--- src/rtl/nibble_serial_adder_ctrl.sv ---
// Purpose: W-bit add (optional subtract, SERIAL_ADD_SUB_EN) through one shared 4-bit adder slice, LS nibble first.
// Latency: NIBBLES edges from the accepting edge to the single-cycle done pulse; one result per NIBBLES+1 cycles.
// Backpressure: start is honoured only in IDLE/DONE; a start seen during RUN is dropped, never queued.
module nibble_serial_adder_ctrl #(
    parameter int  NIBBLES = 4,
    localparam int W       = 4 * NIBBLES,
    localparam int IW      = $clog2(NIBBLES + 1)
) (
    input  logic         clk,
    input  logic         rst,
    input  logic         start,
    input  logic [W-1:0] a,
    input  logic [W-1:0] b,
    input  logic         cin,
`ifdef SERIAL_ADD_SUB_EN
    input  logic         sub,
`endif
    output logic         busy,
    output logic         done,
    output logic [W-1:0] sum,
    output logic         cout,
    output logic         ovf
);

    typedef enum logic [1:0] {IDLE, RUN, DONE} state_t;

    state_t        state, state_nxt;
    logic [W-1:0]  ra, rb, rs;
    logic          c;
    logic [IW-1:0] idx;
    logic          a_msb, b_msb;
    logic          load, shift, last;
    logic [W-1:0]  b_ld;
    logic          c_ld;
    logic [4:0]    slice;
    logic [W+3:0]  rs_cat;

`ifdef SERIAL_ADD_SUB_EN
    // Subtraction is A + ~B + 1; cin is ignored in that case.
    assign b_ld = sub ? ~b : b;
    assign c_ld = sub ? 1'b1 : cin;
`else
    assign b_ld = b;
    assign c_ld = cin;
`endif

    // The one shared adder slice; works on the low nibble of the shifting operands.
    assign slice  = {1'b0, ra[3:0]} + {1'b0, rb[3:0]} + {4'b0000, c};
    // Concatenate then drop the low nibble so the shift is valid even when W == 4.
    assign rs_cat = {slice[3:0], rs};
    assign last   = (idx == IW'(NIBBLES - 1));

    assign sum  = rs;
    assign cout = c;
    // Signed overflow: operands agree in sign but the result does not.
    assign ovf  = (a_msb == b_msb) && (rs[W-1] != a_msb);

    // State register.
    always_ff @(posedge clk) begin
        if (rst) state <= IDLE;
        else     state <= state_nxt;
    end

    // Next-state decode plus handshake outputs and datapath strobes.
    always_comb begin
        state_nxt = state;
        busy      = 1'b0;
        done      = 1'b0;
        load      = 1'b0;
        shift     = 1'b0;
        case (state)
            IDLE: begin
                if (start) begin
                    load      = 1'b1;
                    state_nxt = RUN;
                end
            end
            RUN: begin
                busy  = 1'b1;
                shift = 1'b1;
                if (last) state_nxt = DONE;
            end
            DONE: begin
                done = 1'b1;
                if (start) begin
                    load      = 1'b1;
                    state_nxt = RUN;
                end else begin
                    state_nxt = IDLE;
                end
            end
            default: state_nxt = IDLE;
        endcase
    end

    // Operand/result shift registers, inter-nibble carry and nibble counter.
    always_ff @(posedge clk) begin
        if (rst) begin
            ra    <= '0;
            rb    <= '0;
            rs    <= '0;
            c     <= 1'b0;
            idx   <= '0;
            a_msb <= 1'b0;
            b_msb <= 1'b0;
        end else if (load) begin
            ra    <= a;
            rb    <= b_ld;
            rs    <= '0;
            c     <= c_ld;
            idx   <= '0;
            a_msb <= a[W-1];
            b_msb <= b_ld[W-1];
        end else if (shift) begin
            rs    <= rs_cat[W+3:4];
            ra    <= ra >> 4;
            rb    <= rb >> 4;
            c     <= slice[4];
            idx   <= idx + IW'(1);
        end
    end

endmodule

--- config.mk ---
export PLATFORM = sky130hd
export DESIGN_NAME = nibble_serial_adder_ctrl
export DESIGN_NICKNAME = d
export VERILOG_FILES = /design/src/rtl/nibble_serial_adder_ctrl.sv
export SDC_FILE = /design/constraint.sdc
export NUM_CORES = 1
export LEC_CHECK = 0
export CAP_MARGIN = 15
export CORE_ASPECT_RATIO = 0.7
export CORE_MARGIN = 2
export CORE_UTILIZATION = 45
export DETAILED_ROUTE_END_ITERATION = 12
export PLACE_DENSITY = 0.88
export SYNTH_ARGS = -nofsm -noshare
export SYNTH_HDL_FRONTEND = slang
export SYNTH_SLANG_ARGS = --single-unit
export TNS_END_PERCENT = 30
--- constraint.sdc ---
create_clock -name clk -period 1.5 [get_ports clk]
set_input_delay 0.15 -clock clk [delete_from_list [all_inputs] [get_ports clk]]
set_output_delay 0.15 -clock clk [all_outputs]
set_load 0.01 [all_outputs]
==> out/metrics.yaml <==
outcome:
  status: "complete, but fails checks"
  violations: "setup timing"
logic_synthesis:
  synth_nets: 314
  netlist_area_sq_um: 2477
  ys_seq_area_share_pct: 45.25
  post_synth_num_cell_types: 40
  yosys_warnings: 0
  synth_seq_cells: 56
  synth_top_area_share_pct: 45.25
  synth.area.top_cells: "dfxtp_1 (45%), nand2_1 (8.2%), a311oi_2 (4.2%)"
  syn-instance-count: 271
  syn_area_per_cell_sq_um: 9.142
  yosys.area.top_type: "dfxtp_1"
routing:
  route.vias.total: 2116
  wire_per_inst_microns: 14.48
  dr.pass1.iters: 4
  drc: 0
  ant_nets: 0
  avgViaCountPerCell: 5.343
  drt_wl_total_microns: 5734
  drt_first_iter_violations: 109
floorplan:
  die_w_microns: 92.69
  dieArea_sq_um: 6125
  core_area_sq_um: 5285
  start_util_pct: 46.87
  die_h_microns: 66.08
  num_rows: 22
  ios: 56
timing:
  period_needed_ns: 1.611
  holdWs_ns: 0.3810
  max_freq_mhz: 620.6
  tightest_slew_ns: 0.3375
  final.setup.worst_slack_ns: -0.1114
  finalHoldViolations: 0
  grt_setup_unrepaired: "true"
  fin_skew_ns: 0.003794
  slew_headroom_pct: 77.50
  period_share_pct: 107.4
  drv_slew: 0
  setup_viol: 3
clock_tree:
  clkSinkCount: 56
  clock_latency_ns: 0.31
  cts_tree: "done"
  post_cts_buffers: 0
  cts_buffer_depth: 2
  clk_pin_slew_ns: 0.09
  root_buffer: "clkbuf_8"
  cts_made_buffers: 5
  cts_htree_levels: 2
critical_path:
  reg2reg_depth: 6
  critPathCaptureType: "flip-flop"
  path_class: "reg2reg"
  slowest_delay_ns: 0.40
  arrival_ns: 1.85
  worst-path-buf-inv: 1
  cp_top_family: "adder cells"
  r2r-end: "cout$_SDFFE_PP0P_"
  slowest_stage: "fa_2"
  rr_startpoint: "cout$_SDFFE_PP0P_"
  path_max_fanout: 2
  critPathMostFrequentCell: "fa_2"
  required_ns: 1.74
  path_cells: "inv_2, fa_2, fa_2, nor2b_2, o221ai_2, a31oi_1"
  cp-start-kind: "flip-flop"
  r2r_slack_ns: -0.11
pwr:
  power.density_nw_per_um2: 963.9
  peakVddDrop_v: 0.0005451
  p_leak_nw: 1.120
placed_design:
  hpwl_microns: 3973
  port_buffers: 55
  dp_slack_ns: -0.1483
  place_congestion: 0.8628
cells_and_area:
  finalCoreUtilization_pct: 60.68
  syn2layout_area_growth_pct: 29.44
  drive_above_1_share_pct: 16.67
  nets: 366
  antenna_cells: 0
worst_hold_path:
  min_path_type: "in2reg"
  worstHoldStart: "a[14]"
  min_path_cells: 3
  worstHoldEndpoint: "ra[14]$_SDFFE_PP0P_"
global_routing:
  grt_max_degree: 46
  grt_pass1_wl_microns: 9280
  grt_antenna_before_repair: 0
  grt_overflow: 0
  grt_util_all_layers_pct: 19.23
  grt_pass1_vias: 2012
flow_run:
  maxCapViolations: 0
cell families (layout without fill, tap and decap cells):
| logic type | after synthesis | count (layout) | synth area share, % |
|---|---|---|---|
| AOI/OAI and AO/OA | 64 | 64 | 20.35 |
| DFF | 56 | 56 | 45.25 |
| muxes | 3 | 3 | 1.212 |
| buffers and inverters | 30 | 83 | 8.485 |
| adders and majority gates | 7 | 7 | 4.141 |
| xor gates and xnor gates | 2 | 2 | 0.7072 |
| and+or+nand+nor | 109 | 109 | 19.85 |
synthesized netlist by cell type (all sizes together):
cell type  number
dfxtp          56
nand2          54
a21oi          28
buf            22
nor3           17
nor2           15
a311oi         12
nand3          11
o22ai          11
inv             6
a22oi           5
ha              5
a211oi          3
mux2i           3
nand2b          3
nor2b           3
fa              2
xnor2           2
a311o           1
a31oi           1
and3            1
clkbuf          1
clkinv          1
nand3b          1
nor3b           1
nor4bb          1
o21a            1
o21ai           1
o221ai          1
or2             1
or4b            1
how the worst max path moves through the flow:
stage	startpoint	to	cells past startpoint	slack, ns
after floorplan	rb[0]$_SDFFE_PP0P_	cout$_SDFFE_PP0P_	6	-0.02
after global placement	rb[0]$_SDFFE_PP0P_	cout$_SDFFE_PP0P_	6	-0.07
after detailed placement	rb[0]$_SDFFE_PP0P_	cout$_SDFFE_PP0P_	6	-0.15
after CTS	cout$_SDFFE_PP0P_	cout$_SDFFE_PP0P_	6	-0.13
after global routing	cout$_SDFFE_PP0P_	cout$_SDFFE_PP0P_	6	-0.18
final	cout$_SDFFE_PP0P_	cout$_SDFFE_PP0P_	6	-0.11
through the flow:
stage / TNS (ns) / power, mW / area (sq um) / std cells
3_5_place_dp: -0.2633 / 2.267 / 3098 / 388
2_1_floorplan: -0.02132 / 2.049 / 2484 / 271
6_report: -0.2506 / 3.091 / 3207 / 396
4_1_cts: -0.3623 / 3.092 / 3187 / 396
3_3_place_gp: -0.09050 / 2.243 / 3098 / 388
5_1_grt: -0.6867 / 3.239 / 3207 / 396
final cells by class:
type                            instances  area (sq um)
Fill cell                             456          2078
Inverter                                7         31.28
Timing Repair Buffer                   68         698.2
Clock buffer                            8         90.09
Tap cell                               72         90.09
Multi-Input combinational cell        185          1174
Sequential cell                        56          1124
registers in the layout, indices dropped and copies added (netlist names):
signal	flops
rb	16
cout	1
state	2
ra	16
b_msb	1
sum	16
a_msb	1
idx	3
report_power, final:
group          internal (mW)  switching, mW  total, mW
registers               1.58         0.0588       1.64
logic                  0.299          0.308      0.607
clock network          0.378          0.468      0.846
layout by cell type, fill, tap and decap left out, drive strengths merged, types with 2 or more instances in the layout:
| cell | count |
|---|---|
| dfxtp | 56 |
| nand2 | 54 |
| clkdlybuf4s50 | 52 |
| a21oi | 28 |
| nor3 | 17 |
| nor2 | 15 |
| buf | 13 |
| a311oi | 12 |
| nand3 | 11 |
| o22ai | 11 |
| clkbuf | 8 |
| inv | 6 |
| a22oi | 5 |
| ha | 5 |
| nand2b | 3 |
| a211oi | 3 |
| mux2i | 3 |
| nor2b | 3 |
| xnor2 | 2 |
| fa | 2 |
| dlygate4sd2 | 2 |
per-layer routing:
layer,routed length (microns),GRT usage (%),part of all wire (%),vias up
met3,280,4.447,4.9,12
met2,2735,32.03,48,51
met1,2609,24.73,46,994
li1,-,-,-,1059
met4,108,6.801,1.9,0
met5,0,0,0,-
repair_timing:
| action | CTS | global route |
|---|---|---|
| hold buffers | 0 | 0 |
| resized for setup | 4 | 5 |
| pin swaps | 3 | 0 |
| setup endpoints to repair | 8 | 9 |
worst min-delay path, cell delays in order:
cell and delay (ns):
clkdlybuf4s50_1 0.39, nand2_1 0.05, a21oi_1 0.05
Power figures use the tool's default switching activity.
